[src/rtl/sevenseg_scan_decoder.sv]
// -----------------------------------------------------------------------------
// sevenseg_scan_decoder
//
// Receive-side decoder for an 8-digit multiplexed seven-segment display bus.
// It watches the scanned segment/anode lines and waits for each pattern to
// settle. It then turns the settled glyph back into a hex nibble and assembles
// the 8 nibbles into a 32-bit frame.
//
// Ports:
//   clk          in   1   system clock, rising edge
//   rst          in   1   synchronous reset, active-high
//   seg          in   7   active-low segments {g,f,e,d,c,b,a}
//   an           in   8   active-low anode enables, an[i]=0 selects digit i
//   digit_valid  out  8   bit i set once digit i captured in current frame
//   frame_value  out  32  last completed frame, digit i at [4i+3:4i]
//   frame_done   out  1   one-cycle pulse when frame_value updates
//   bad_pattern  out  1   one-cycle pulse: settled seg is not a hex glyph
//   bad_anode    out  1   one-cycle pulse: settled an not one-hot-low/blank
//   err_count    out  8   saturating error counter (optional)
//
// Optional feature macro: SEVENSEG_DEC_ERRCNT_EN
//   defined   -> err_count counts bad_pattern/bad_anode pulses, saturating
//   undefined -> err_count tied to 8'h00
//
// Handshake: none. The inputs are free-running scan lines, and every output is
// a registered level or a one-cycle pulse.
// -----------------------------------------------------------------------------
module sevenseg_scan_decoder #(
  parameter int STABLE_CYCLES = 4,
  localparam int CNT_W = $clog2(STABLE_CYCLES + 1)
) (
  input  logic        clk,
  input  logic        rst,
  input  logic [6:0]  seg,
  input  logic [7:0]  an,
  output logic [7:0]  digit_valid,
  output logic [31:0] frame_value,
  output logic        frame_done,
  output logic        bad_pattern,
  output logic        bad_anode,
  output logic [7:0]  err_count
);

  typedef enum logic [0:0] {
    SETTLE = 1'b0,
    HOLD   = 1'b1
  } state_t;

  // The reset sample is the idle/blank bus. A real pattern presented after
  // reset is therefore seen as a fresh change. Its first evaluation then lands
  // STABLE_CYCLES edges later, like any other dwell.
  localparam logic [6:0] SEG_IDLE = 7'h7F;
  localparam logic [7:0] AN_IDLE  = 8'hFF;
  localparam logic [CNT_W-1:0] CNT_EVAL = CNT_W'(STABLE_CYCLES - 1);
  localparam logic [CNT_W-1:0] CNT_MAX  = CNT_W'(STABLE_CYCLES);

  state_t           state_q;
  logic [CNT_W-1:0] cnt_q;
  logic [6:0]       samp_seg_q;
  logic [7:0]       samp_an_q;
  logic [31:0]      buf_q;
  logic [7:0]       digit_valid_q;
  logic [31:0]      frame_value_q;
  logic             frame_done_q;
  logic             bad_pattern_q;
  logic             bad_anode_q;

  // Glyph to {valid, nibble}
  function automatic logic [4:0] glyph_decode(input logic [6:0] s);
    logic [4:0] r;
    case (s)
      7'h40:   r = {1'b1, 4'h0};
      7'h79:   r = {1'b1, 4'h1};
      7'h24:   r = {1'b1, 4'h2};
      7'h30:   r = {1'b1, 4'h3};
      7'h19:   r = {1'b1, 4'h4};
      7'h12:   r = {1'b1, 4'h5};
      7'h02:   r = {1'b1, 4'h6};
      7'h78:   r = {1'b1, 4'h7};
      7'h00:   r = {1'b1, 4'h8};
      7'h10:   r = {1'b1, 4'h9};
      7'h08:   r = {1'b1, 4'hA};
      7'h03:   r = {1'b1, 4'hB};
      7'h46:   r = {1'b1, 4'hC};
      7'h21:   r = {1'b1, 4'hD};
      7'h06:   r = {1'b1, 4'hE};
      7'h0E:   r = {1'b1, 4'hF};
      default: r = 5'b0_0000;
    endcase
    return r;
  endfunction

  logic        changed;
  logic        eval_fire;
  logic [7:0]  sel;
  logic        sel_onehot;
  logic        is_blank;
  logic [2:0]  idx;
  logic [4:0]  dec;
  logic [7:0]  valid_next;
  logic [31:0] buf_next;
  logic        err_pulse;

  always_comb begin
    changed    = ({seg, an} != {samp_seg_q, samp_an_q});
    // An evaluation happens on the edge that would bring the counter to
    // STABLE_CYCLES while still in SETTLE. It happens once per dwell because
    // the FSM then moves to HOLD.
    eval_fire  = !changed && (state_q == SETTLE) && (cnt_q == CNT_EVAL);
    sel        = ~samp_an_q;
    is_blank   = (samp_an_q == 8'hFF);
    sel_onehot = (sel != 8'h00) && ((sel & (sel - 8'd1)) == 8'h00);
    idx        = 3'd0;
    for (int i = 0; i < 8; i++) begin
      if (sel[i]) idx = 3'(i);
    end
    dec        = glyph_decode(samp_seg_q);
    valid_next = digit_valid_q | (8'b1 << idx);
    buf_next   = buf_q;
    buf_next[{idx, 2'b00} +: 4] = dec[3:0];
    err_pulse  = eval_fire && !is_blank && (!sel_onehot || !dec[4]);
  end

  always_ff @(posedge clk) begin
    if (rst) begin
      state_q       <= SETTLE;
      cnt_q         <= '0;
      samp_seg_q    <= SEG_IDLE;
      samp_an_q     <= AN_IDLE;
      buf_q         <= '0;
      digit_valid_q <= '0;
      frame_value_q <= '0;
      frame_done_q  <= 1'b0;
      bad_pattern_q <= 1'b0;
      bad_anode_q   <= 1'b0;
    end else begin
      samp_seg_q    <= seg;
      samp_an_q     <= an;
      frame_done_q  <= 1'b0;
      bad_pattern_q <= 1'b0;
      bad_anode_q   <= 1'b0;

      if (changed) begin
        cnt_q   <= '0;
        state_q <= SETTLE;
      end else begin
        if (cnt_q != CNT_MAX) cnt_q <= cnt_q + 1'b1;
        case (state_q)
          SETTLE: begin
            if (eval_fire) begin
              state_q <= HOLD;
              if (is_blank) begin
                // Blanked bus: nothing to capture.
              end else if (!sel_onehot) begin
                bad_anode_q <= 1'b1;
              end else if (!dec[4]) begin
                bad_pattern_q <= 1'b1;
              end else begin
                buf_q <= buf_next;
                if (valid_next == 8'hFF) begin
                  frame_value_q <= buf_next;
                  frame_done_q  <= 1'b1;
                  digit_valid_q <= '0;
                end else begin
                  digit_valid_q <= valid_next;
                end
              end
            end
          end
          HOLD: begin
            // Wait for the bus to move on.
          end
          default: state_q <= SETTLE;
        endcase
      end
    end
  end

`ifdef SEVENSEG_DEC_ERRCNT_EN
  logic [7:0] err_count_q;
  always_ff @(posedge clk) begin
    if (rst) begin
      err_count_q <= '0;
    end else if (err_pulse && (err_count_q != 8'hFF)) begin
      err_count_q <= err_count_q + 8'd1;
    end
  end
  assign err_count = err_count_q;
`else
  logic unused_err;
  assign unused_err = err_pulse;
  assign err_count  = 8'h00;
`endif

  assign digit_valid = digit_valid_q;
  assign frame_value = frame_value_q;
  assign frame_done  = frame_done_q;
  assign bad_pattern = bad_pattern_q;
  assign bad_anode   = bad_anode_q;

endmodule

[config.mk]
export PLATFORM = sky130hd
export DESIGN_NAME = sevenseg_scan_decoder
export DESIGN_NICKNAME = d
export VERILOG_FILES = /design/src/rtl/sevenseg_scan_decoder.sv
export SDC_FILE = /design/constraint.sdc
export NUM_CORES = 1
export LEC_CHECK = 0
export BUFFER_PORTS_ARGS = -buffer_cell sky130_fd_sc_hd__buf_2
export CAP_MARGIN = 20
export CORE_ASPECT_RATIO = 2
export CORE_MARGIN = 4
export CORE_UTILIZATION = 35
export DETAILED_ROUTE_END_ITERATION = 7
export SKIP_LAST_GASP = 1
export SYNTH_ARGS = -nofsm -noshare
export SYNTH_HDL_FRONTEND = slang
export SYNTH_SLANG_ARGS = --single-unit
[constraint.sdc]
create_clock -name clk -period 3.2 [get_ports clk]
set_clock_uncertainty 0.1 [all_clocks]
set_input_delay 0 -clock clk [delete_from_list [all_inputs] [get_ports clk]]
set_output_delay 0 -clock clk [all_outputs]
set_load 0.01 [all_outputs]
==> metrics <==
status=finished, final reports clean; commonest non-fill, non-tap cell in the layout=dfxtp_1; WP data arrival=3110 ps; GPL Wtd Cong=0.853; Post-Synth XOR/XNOR Area=0.0344; worst hold path type=primary input to flip-flop; final core occ=0.423; count of cell types in the netlist=61; WHS=185 ps; Gate Count Post-Synth=601; final setup vio count=0; Area Overhead vs Synth=19.2%; Warnings, synthesis=0; Cell Area, Placed=5600 um^2; drc violations=0; Required @ worst endpoint=3370 ps; Syn Std Cell Area=5090 um^2; ranking of synthesized cells by area=dfxtp_1, a21oi_1, nand2_1; CTS buffer count=9; Die Y=179 um; WL/cell=18.0 um; final WL=15.4 mm; grt ovf=0; DP Worst Slack=122 ps; largest family of logic cells by synthesized area=compound AO/OA/AOI/OAI gates; vias per inst=5.62; MaxCap Viol Count=0; initial antenna violation count=0; Tcrit/Tclk final=0.918; total core area=14400 um^2; ys flop type=dfxtp_1; fraction of registers with async set/reset=0; FMAX=340 MHz; number of synthesized flops with an enable pin=0; commonest non-fill, non-tap cells in the layout=dfxtp_1, buf_2, a21oi_1; vias in the first global route=4862; die width=93.3 um; clock sink count=94; hpwl dp=11.3 mm; Avg Inst Size Synth=8.48 um^2; Pwr per Cell Area=428 nW/um^2; final instance area=6070 um^2; slew at the pin closest to its max-slew limit=912 ps; R2R depth=11; max-slew violation count=0; H-tree depth=3; setup ws final=263 ps; drt pass-1 iters=5; crit path kind=flip-flop to flip-flop; DR vias=4818; Synth Area in Adders=0.0246; total track usage=0.189; row count=62; share of cells above drive strength 1=0.214; antenna cell count=0; Longest Clk Path Bufs=2; Initial Utilization=0.355; max_slew headroom=0.391; DR iter-0 viols=235; fin crit period=2940 ps; clock-pin transition on the worst setup and hold timing paths=80 ps; Final Hold Fails=0; Root Driver=clkbuf_16; hold depth=3; crit end category=flip-flop; worst skew pair latency=350 ps; peak supply drop=0.000271 V; Yosys reg bits=94; RSZ-0062 raised after global routing=no; post-synthesis mux area share=0.0376; first-pass GRT wire length=24.9 mm; largest net degree at the start of global routing=63; leak pwr=2.30 nW; Crit Path Max Fanout=18; Seq/Total Area, Yosys=0.369; DIE AREA=16700 um^2; CP Launch Type=flip-flop; CTS tree=done; simple logic cell fraction of the synthesized area=0.211; fill cell count=1444; Ports=68; Port Buffer Count=59; final setup TNS=0 ps; Synth area leader=dfxtp_1; post-layout net count=687; Synth Area in Compound Gates=0.254; antenna viol nets, final=0; Synth top area share=0.369
-- repair_timing --
item                                   in CTS  in global routing
setup endpoints to repair                   0                 44
endpoints found under the hold margin      15                  0
gates resized for setup                     0                  7
buffers inserted                            0                  1
hold buffers                               15                  0
-- through the flow --
stage / power, mW / cells
CTS: 2.61 / 856
global placement: 1.53 / 825
finish: 2.60 / 857
floorplan: 1.44 / 608
detailed placement: 1.54 / 825
global route: 2.70 / 857
-- kinds of logic after synthesis --
group / Yosys count
simple gates: 199
buf+inv: 74
flops: 94
compound gates: 184
mux: 19
xor+xnor: 20
other cells: 1
fa+ha+maj: 10
-- worst paths after layout --
check	slack [ps]	startpoint	to
max	260	samp_an_q[1]	frame_value[23]
min	180	rst	frame_done
max reg2reg	260	samp_an_q[1]	frame_value[23]
min reg2reg	360	frame_value[20]	frame_value[20]
-- cell type report --
class                           instances  area [um^2]  area share
Timing Repair Buffer                  106          711       0.117
Inverter                                9         33.8     0.00556
Sequential cell                        94         1880       0.310
Clock buffer                            9          225      0.0371
Tap cell                              192          240      0.0396
Multi-Input combinational cell        440         2910       0.480
Clock inverter                          7         65.1      0.0107
-- metal layers --
layer / vias to the layer above / track usage / wire, um
met1: 2291 / 0.205 / 5820
met5: - / 0 / 0
met3: 51 / 0.0249 / 493
met4: 0 / 0.110 / 812
met2: 133 / 0.343 / 8260
li1: 2343 / - / -
-- Yosys cell counts, types with 6 or more instances --
library cell,n
inv_1,9
a311oi_1,15
buf_2,16
nor3_1,34
o31ai_1,9
a41oi_1,6
a21oi_1,55
o211ai_1,14
nand4_1,13
a211oi_1,18
mux2i_1,18
ha_1,10
buf_4,8
and2_1,7
nand3_1,16
nand2_1,49
o2bb2ai_1,8
o21ai_0,15
a31oi_1,18
nand4b_1,6
xnor2_1,20
nor2b_1,8
clkbuf_1,38
nand2b_1,6
dfxtp_1,94
nor2_1,20
or2_2,16
-- worst max-delay path, stage by stage (launching register included) --
cell,delay (ps)
dfxtp_1,430
nor2b_1,100
o211a_1,310
nor2_2,190
inv_1,90
ha_1,290
o2111a_1,260
a211oi_1,270
nand4b_1,230
or2_1,180
buf_12,180
mux2i_1,210
-- where the power goes --
| group | total [mW] | switching [mW] | internal [mW] |
|---|---|---|---|
| sequential | 1.20 | 0.0258 | 1.18 |
| combinational | 0.331 | 0.212 | 0.119 |
| clock | 1.06 | 0.515 | 0.545 |
-- registers in the layout, summed over array words and instances (netlist names) --
register	count
buf_q	32
frame_value	32
digit_valid	8
samp_an_q	8
samp_seg_q	7
cnt_q	3
bad_anode	1
bad_pattern	1
frame_done	1
state_q	1
No activity file was read; power rests on OpenSTA's default activity.
